<file path="config.mk">
export PLATFORM = sky130hd
export DESIGN_NAME = mem_image_reader
export DESIGN_NICKNAME = d
export VERILOG_FILES = /design/src/rtl/mem_image_reader.sv
export SDC_FILE = /design/constraint.sdc
export NUM_CORES = 1
export LEC_CHECK = 0
export ABC_AREA = 1
export CAP_MARGIN = 20
export CORE_AREA = 2 2 119 86
export CTS_CLUSTER_DIAMETER = 40
export DETAILED_ROUTE_END_ITERATION = 10
export DIE_AREA = 0 0 121 88
export GPL_TIMING_DRIVEN = 0
export PLACE_DENSITY = 0.8
export RECOVER_POWER = 100
export SETUP_SLACK_MARGIN = 0.4
export SLEW_MARGIN = 20
export SYNTH_ARGS = -nofsm -noshare
export SYNTH_HDL_FRONTEND = slang
export SYNTH_SLANG_ARGS = --single-unit
</file>
<file path="constraint.sdc">
create_clock -name clk -period 2.4 [get_ports clk]
set_input_delay 0.36 -clock clk [delete_from_list [all_inputs] [get_ports clk]]
set_output_delay 0.36 -clock clk [all_outputs]
set_load 0.01 [all_outputs]
</file>
<file path="src/rtl/mem_image_reader.sv">
// mem_image_reader
//   Streams a burst of consecutive words out of a fixed-latency read-only
//   memory. A start pulse in IDLE captures base_addr/num_words. Reads are
//   issued at consecutive (wrapping) addresses, and the returned data is
//   buffered in a small FIFO. It is then presented on a valid/ready stream
//   that has a final-word flag.
//
//   Parameters
//     ADDR_W      memory address / burst length width
//     DATA_W      word width
//     RD_LATENCY  cycles from mem_ren to valid mem_rdata (1..3)
//
//   Ports
//     clk, rst               clock, synchronous active-high reset
//     start                  launch a burst (sampled only while idle)
//     base_addr, num_words   first address and word count of the burst
//     mem_ren, mem_addr      memory read strobe and address
//     mem_rdata              memory read data, RD_LATENCY cycles after mem_ren
//     out_valid, out_ready   downstream handshake
//     out_data, out_last     stream word and final-word flag
//     busy, done             burst in progress / one-cycle completion pulse
//     cksum                  (only with MEM_READER_CKSUM_EN) modulo-2^DATA_W
//                            sum of the words transferred in the last burst
//
//   Optional feature macro: MEM_READER_CKSUM_EN
module mem_image_reader #(
  parameter int ADDR_W     = 16,
  parameter int DATA_W     = 8,
  parameter int RD_LATENCY = 1
) (
  input  logic              clk,
  input  logic              rst,
  input  logic              start,
  input  logic [ADDR_W-1:0] base_addr,
  input  logic [ADDR_W-1:0] num_words,
  output logic              mem_ren,
  output logic [ADDR_W-1:0] mem_addr,
  input  logic [DATA_W-1:0] mem_rdata,
  output logic              out_valid,
  input  logic              out_ready,
  output logic [DATA_W-1:0] out_data,
  output logic              out_last,
  output logic              busy,
  output logic              done
`ifdef MEM_READER_CKSUM_EN
  ,
  output logic [DATA_W-1:0] cksum
`endif
);

  localparam int DEPTH = RD_LATENCY + 2;
  localparam int PTR_W = $clog2(DEPTH);
  localparam int CNT_W = $clog2(DEPTH + 1);

  typedef enum logic [1:0] {IDLE, READ, DRAIN} state_t;

  function automatic logic [PTR_W-1:0] ptr_inc(input logic [PTR_W-1:0] p);
    return (p == PTR_W'(DEPTH - 1)) ? '0 : p + PTR_W'(1);
  endfunction

  state_t              state;
  logic [ADDR_W-1:0]   issue_left;     // reads still to issue after the one on mem_ren
  logic [ADDR_W-1:0]   out_left;       // words still to hand downstream
  logic [CNT_W-1:0]    pending;        // current read + in-flight reads + FIFO occupancy
  logic [CNT_W-1:0]    fifo_cnt;
  logic [PTR_W-1:0]    wr_ptr;
  logic [PTR_W-1:0]    rd_ptr;
  logic [RD_LATENCY-1:0] rd_vld_p;     // rd_vld_p[k]: a read issued k+1 cycles ago
  logic [DATA_W-1:0]   fifo_q [DEPTH];

  logic                pop;
  logic                push;
  logic                start_ok;
  logic                can_issue;
  logic [CNT_W-1:0]    pend_after_pop;

  assign out_valid = (fifo_cnt != '0);
  assign out_data  = fifo_q[rd_ptr];
  assign out_last  = out_valid && (out_left == ADDR_W'(1));
  assign busy      = (state != IDLE);

  assign pop      = out_valid & out_ready;
  assign push     = rd_vld_p[RD_LATENCY-1];
  assign start_ok = (state == IDLE) && start;

  // A read may be committed only if, after this cycle's pop, there is still
  // a FIFO slot that no earlier read has claimed.
  assign pend_after_pop = pending - CNT_W'(pop);
  assign can_issue      = (state == READ) && (issue_left != '0) &&
                          (pend_after_pop < CNT_W'(DEPTH));

  // ---- control: FSM, read issue, in-flight tracking, FIFO pointers ----
  always_ff @(posedge clk) begin
    if (rst) begin
      state      <= IDLE;
      mem_ren    <= 1'b0;
      done       <= 1'b0;
      issue_left <= '0;
      out_left   <= '0;
      pending    <= '0;
      fifo_cnt   <= '0;
      wr_ptr     <= '0;
      rd_ptr     <= '0;
      rd_vld_p   <= '0;
    end else begin
      done <= 1'b0;

      for (int i = RD_LATENCY - 1; i > 0; i--) begin
        rd_vld_p[i] <= rd_vld_p[i-1];
      end
      rd_vld_p[0] <= mem_ren;

      if (push) begin
        wr_ptr <= ptr_inc(wr_ptr);
      end
      if (pop) begin
        rd_ptr   <= ptr_inc(rd_ptr);
        out_left <= out_left - ADDR_W'(1);
      end
      fifo_cnt <= fifo_cnt + CNT_W'(push) - CNT_W'(pop);

      case (state)
        IDLE: begin
          if (start) begin
            if (num_words == '0) begin
              done <= 1'b1;
            end else begin
              state      <= READ;
              mem_ren    <= 1'b1;
              issue_left <= num_words - ADDR_W'(1);
              out_left   <= num_words;
              pending    <= CNT_W'(1);
            end
          end
        end
        READ: begin
          mem_ren <= can_issue;
          pending <= pend_after_pop + CNT_W'(can_issue);
          if (can_issue) begin
            issue_left <= issue_left - ADDR_W'(1);
          end
          if (mem_ren && (issue_left == '0)) begin
            state <= DRAIN;
          end
        end
        DRAIN: begin
          pending <= pend_after_pop;
          if (pop && out_last) begin
            state <= IDLE;
            done  <= 1'b1;
          end
        end
        default: state <= IDLE;
      endcase
    end
  end

  // ---- data: read address and FIFO storage ----
  always_ff @(posedge clk) begin
    if (push) begin
      fifo_q[wr_ptr] <= mem_rdata;
    end
    if (start_ok) begin
      mem_addr <= base_addr;
    end else if (mem_ren) begin
      mem_addr <= mem_addr + ADDR_W'(1);
    end
  end

`ifdef MEM_READER_CKSUM_EN
  // ---- checksum of transferred words ----
  always_ff @(posedge clk) begin
    if (start_ok) begin
      cksum <= '0;
    end else if (pop) begin
      cksum <= cksum + out_data;
    end
  end
`endif

endmodule
</file>
== Word-level counts from Yosys, hierarchy flattened ==
Memories as Yosys holds them, arrays and structs flattened. A register that Yosys moved wholly into a read port is not among the register bits.
Index checks and enable logic that the tools add are counted.
Widths: inputs -> output; s select.

* Flip-flop bits (word level): 61
* Memory bits (writable): 24
* Output and inout bits: 29
* Memories: 1

* Add/subtract/negate cells: 10
* $lt $le $gt $ge: 1
* Equality and inequality tests: 10
* Multiplexer cells: 29
* Bitwise gates (word level): 1
* Reductions and logical operators: 19

{| class="wikitable"
|+ Memory list
! memory !! words !! width !! rd ports !! clocked after memory_dff !! write ports !! RTL line !! text
|-
| fifo_q || 3 || 8 || 1 || 1 || 1 || 69 || <nowiki>logic [DATA_W-1:0] fifo_q [DEPTH];</nowiki>
|}

{| class="wikitable"
|+ Operators by type and width
! operator !! number
|-
| $mux 16 || 9
|-
| $sub 16x1->16 const B || 3
|-
| $logic_not 16->1 || 2
|-
| $pmux 16 s2 || 1
|-
| $add 16x1->16 const B || 1
|-
| $eq 16x1->1 const B || 1
|-
| $mux 2 || 8
|-
| $reduce_bool 16->1 || 1
|-
| $pmux 2 s3 || 2
|-
| $ne 2x2->1 const B || 4
|-
| $reduce_and 4->1 || 2
|-
| $reduce_bool 2->1 || 4
|-
| $mux 1 || 7
|-
| $eq 2x2->1 const B || 3
|-
| $logic_and 1x1->1 || 6
|-
| $reduce_and 3->1 || 2
|-
| $add 2x1->2 || 2
|-
| $add 2x1->2 const B || 2
|-
| $pmux 1 s2 || 2
|-
| $sub 2x1->2 || 2
|-
| $reduce_bool 3->1 || 1
|-
| $eq 2x1->1 const B || 1
|-
| $logic_not 2->1 || 1
|-
| $lt 2x2->1 const B || 1
|-
| 2 further kinds || 2
|}

== Depth between registers and ports, before layout ==
Gate-level depths: netlist (run 1).

* Depth in word-level cells: 7
* Mapped depth: 17

== Worst setup path after synthesis (run 1) ==
No wires, ideal clock.

* Path kind: reg-to-reg
* Start: register fifo_cnt[1]
* End: register pending[1]
* Setup time: 127 ps
* Data arrival time: 1,860 ps
* Data required time: 2,273 ps
* Path slack: 413 ps
* Cell stages (with the launch flop): 18
* Path buffers: 0
* Clock period less this slack: 1,987 ps
* Path through: dfxtp_1 nor2_1 nor2_4 ha_1 or2_2 nand3_1 nand2_1 inv_1 nand2_1 inv_1 ha_1 inv_1 a21oi_1 o21ai_0 nand2_1 nand2_1 nand2_1 nor2_1

* Cells in the longest elaborated chain, start to end: 7

{| class="wikitable"
|+ RTL lines
! item !! RTL line !! text
|-
| from (decl) || 65 || <nowiki>logic [CNT_W-1:0] fifo_cnt;</nowiki>
|-
| from (signal assigned) || 120 || <nowiki>fifo_cnt <= fifo_cnt + CNT_W'(push) - CNT_W'(pop);</nowiki>
|-
| $reduce_bool 2->1 * || 77 || <nowiki>assign out_valid = (fifo_cnt != '0);</nowiki>
|-
| $and 1x1->1 * || 82 || <nowiki>assign pop = out_valid & out_ready;</nowiki>
|-
| $sub 2x1->2 * || 88 || <nowiki>assign pend_after_pop = pending - CNT_W'(pop);</nowiki>
|-
| $lt 2x2->1 || 90 || <nowiki>(pend_after_pop < CNT_W'(DEPTH));</nowiki>
|-
| $logic_and 1x1->1 || 89 || <nowiki>assign can_issue = (state == READ) && (issue_left != '0) &&</nowiki>
|-
| $add 2x1->2 || 138 || <nowiki>pending <= pend_after_pop + CNT_W'(can_issue);</nowiki>
|-
| $pmux 2 s3 * || 122 || <nowiki>case (state)</nowiki>
|-
| to (signal assigned) || 138 ||
|-
| to (signal assigned) || 147 || <nowiki>pending <= pend_after_pop;</nowiki>
|-
| to (decl) || 64 || <nowiki>logic [CNT_W-1:0] pending;</nowiki>
|}

Mark *: on every way between the ends. The rest lies on a longest branch, timed or not.
A chain may end at the register's enable or synchronous reset.

== Worst setup path after layout (run 1) ==
Same ends and word-level chain as after synthesis.

==> summary.txt, run 1 <==
Run status
  • Status: complete, no violations

Clock tree
  • CTS tree: yes
  • Hold_buf cts: 0
  • Clock Sinks: between 80 and 90
  • Total CTS buffers: 9
  • H-Tree Depth: 3
  • CTS max path bufs: 2
  • Clock Root Buffer: clkbuf_16
  • Worst-path clk slew: around 70 ps
  • Clk_lat worst skew: approximately 350 ps

Timing
  • Final worst slack: approximately 330 ps
  • Max-slew headroom: 0.0798
  • Hold Violations, Final: 0
  • Max Fclk: around 480 MHz
  • Min Tclk post-route: between 2000 and 2500 ps
  • Unrepaired setup endpoints after global routing: yes
  • Setup violators final: 0
  • Tcrit/Tclk final: 0.862
  • Clock skew: a little over 9 ps
  • Fin Hold WS: 452 ps
  • Slew Limit Fails: 0
  • Tightest Pin Transition: roughly 1400 ps

Synthesis
  • Sequential-to-total area share from yosys stat: 0.418
  • Top_reg_cell synth: dfxtp_1
  • Synthesis-stage register bit count: 87
  • Syn Nets: 750
  • Area fraction of the dominant cell type after synthesis: 0.234
  • Post-synth EDFFs: 40
  • Most area-hungry cell type in the Yosys netlist: edfxtp_1
  • Mean area per synthesized cell: 7.40 um^2
  • Post-synthesis mux area share: 0
  • Mapped Area: just over 5000 um^2
  • Synth warnings: 0
  • Post-synthesis cell count: roughly 700
  • Synth top area cells: edfxtp_1 (23%), dfxtp_1 (18%), nand2_1 (12%)
  • Post-Synth Adder-Cell Area: 0.0317
  • Largest family of logic cells by synthesized area: simple AND/OR/NAND/NOR gates
  • Post-Synth XOR/XNOR Area: 0.0359
  • Compound-Gate Fraction of Synth Area: 0.116
  • Most numerous cell in the Yosys netlist: nand2_1
  • Synth async-reset ratio: 0
  • Simple-gate share of the synthesized area: 0.301
  • Yosys cell types: 40
  • Most frequent cells after synthesis: nand2_1 (168), nor2_1 (107), inv_1 (91)

Critical path
  • Required @ worst endpoint: between 2000 and 3000 ps
  • Crit-path cells: nor2_1 > nor2_1 > ha_4 > or2_4 > nand3_1 > nand2_1 > inv_1 > nand2_1 > inv_2 > ha_2 > inv_2 > a21oi_2 > o21ai_1 > nand2_1 > nand2_1 > nand2_1 > nor2_1
  • Worst setup path class: reg -> reg
  • CP arrival: roughly 2300 ps
  • Critical Path Source Type: register
  • Element type at the critical path end: register
  • Most frequent cell on the critical path: nand2_1
  • CP max-delay cell: dfxtp_1
  • Critical path peak fanout: 3
  • Worst stage delay on the critical path: 330 ps

Placement
  • Minimum setup slack after placement: -184 ps
  • HPWL after detailed placement: just under 10000 um
  • GPL Wtd Cong: slightly above 0.9
  • PortBufs: 71

Finish
  • Fin nets: approximately 850
  • Layout cells sized above 1: 0.123
  • Layout area overhead: 26.9%
  • Fin util: 0.685
  • ANT cells: 0
  • Fill cells: 777

Power
  • Max VDD drop: ~0.64 mV
  • Pwr Total: 7.77 mW
  • PwrDens: 1190 nW/um^2
  • Leak: 2.88 nW

Routing
  • DRT iter0 DRCs: between 400 and 500
  • Post-Route WL: 14000 um
  • Via count: a little under 5000
  • Number of vias per cell: ~5.4
  • Drt wl/cell: 15.2 um
  • DRC viols: 0
  • Initial DRT Pass Iterations: 6
  • Routed Antenna Nets: 0

Floorplan
  • Starting Density: 0.540
  • Core ar.: roughly 9500 um^2
  • Die Wd: roughly 120 um
  • Core Rows: 30
  • Die area: 10600 um^2
  • Die height: 88 um
  • I/O pins: 73

Global route
  • First-pass GRT wire length: about 22000 um
  • Total track usage: 0.261
  • Largest net degree at the start of global routing: 19
  • Initial antenna violation count: 0
  • Number of global-route vias before repair: 4749
  • Overflow after GRT: 0

Run
  • Max_cap viols: 0

Min path
  • Worst Hold Class: in -> reg
## registers in the layout, summed over array words and instances, names as in the netlist, 2 cells and up, named ones only
register    flops
fifo_q         24
issue_left     16
wr_ptr          2
state           2
mem_addr       16
out_left       16
fifo_cnt        2
pending         2
rd_ptr          2
## timing repair
action | CTS | global route
gates resized for setup | 35 | 24
pin swaps | 2 | 11
setup buffers | 5 | 7
cloned | 0 | 2
setup endpoints to repair | 32 | 31
## layer usage
metal  GRT usage  up-vias  share of wire
met4      0.0941        0          0.018
li1            -     2412              -
met5           0        -              0
met2       0.428      179           0.48
met3      0.0612       31          0.065
met1       0.340     2320           0.44
## power by group
group,switching [mW],internal [mW],leakage (nW)
clock network,0.668,0.735,0.143
logic,2.31,1.55,1.98
registers,0.399,2.11,0.764
total,3.38,4.39,2.88
## per-stage QoR
step                std cells  cell area, um^2  TNS (ps)
floorplan                 693             5130         0
global placement          892             6000      -215
detailed placement        892             6010      -609
CTS                       913             6400         0
global route              922             6510         0
finish                    922             6510         0
## cell families after synthesis
logic type | count (synthesis)
flip-flops | 87
adder cells (fa/ha/maj) | 13
XOR/XNOR | 21
buffers and inverters | 117
AO/OA/AOI/OAI | 101
AND/OR/NAND/NOR | 354
## cells in the final DEF (no fill, tap or decap), types with 2 or more instances in the layout
cell and n:
nand2_1 168, nor2_1 107, inv_1 86, dfxtp_1 45, o21ai_0 41, edfxtp_1 40
clkdlybuf4s50_1 33, nand3_1 32, a21oi_1 31, dlygate4sd3_1 27, xor2_1 17, nand4_1 12
clkbuf_16 11, clkbuf_1 10, inv_2 9, ha_1 9, buf_4 9, nor2_2 8
dlygate4sd2_1 8, o21ai_2 7, nor3_1 6, a31oi_1 6, nand2_2 5, nand2_4 5
o21ai_1 5, nor2_4 5, clkbuf_4 4, xnor2_1 4, buf_12 3, o21ai_4 3
buf_6 3, a21oi_2 3, ha_4 3, inv_8 2, inv_6 2, dfxtp_2 2
## worst paths after layout
path / from / end / slack, ps / depth (start not counted)
worst max-delay path: fifo_cnt[1]$_SDFF_PP0_ / pending[1]$_SDFFE_PP0P_ / 330 / 17
worst max register to register: fifo_cnt[1]$_SDFF_PP0_ / pending[1]$_SDFFE_PP0P_ / 330 / 17
worst min-delay path: rst / done$_SDFF_PP0_ / 450 / 2
worst min register to register: fifo_cnt[1]$_SDFF_PP0_ / fifo_cnt[1]$_SDFF_PP0_ / 490 / 1
## worst max-delay path: cells and delay by family (launching register included)
family | cells | cell delay, ps
and+or+nand+nor | 10 | 910
adders and majority gates | 2 | 370
DFF | 1 | 330
AOI/OAI and AO/OA | 2 | 180
buffers and inverters | 3 | 140
## final cells by class
type / instances / area (um^2) / share of cell area
inverter: 98 / 373 / 0.0573
tap: 128 / 160 / 0.0246
clock buffer: 9 / 225 / 0.0346
clock inverter: 7 / 72.6 / 0.0111
sequential: 87 / 2140 / 0.329
timing repair buffer: 85 / 830 / 0.127
buffer: 19 / 156 / 0.0240
multi-input combinational: 489 / 2550 / 0.391
Note: power is estimated with default switching activity, not from simulation.
==> run 2, diff against run 1 <==
Settings changed: HOLD_SLACK_MARGIN from default to 0.05.
==> results of run 2 <==
Same layout as run 1: the final DEF is identical, and so are final timing and power.
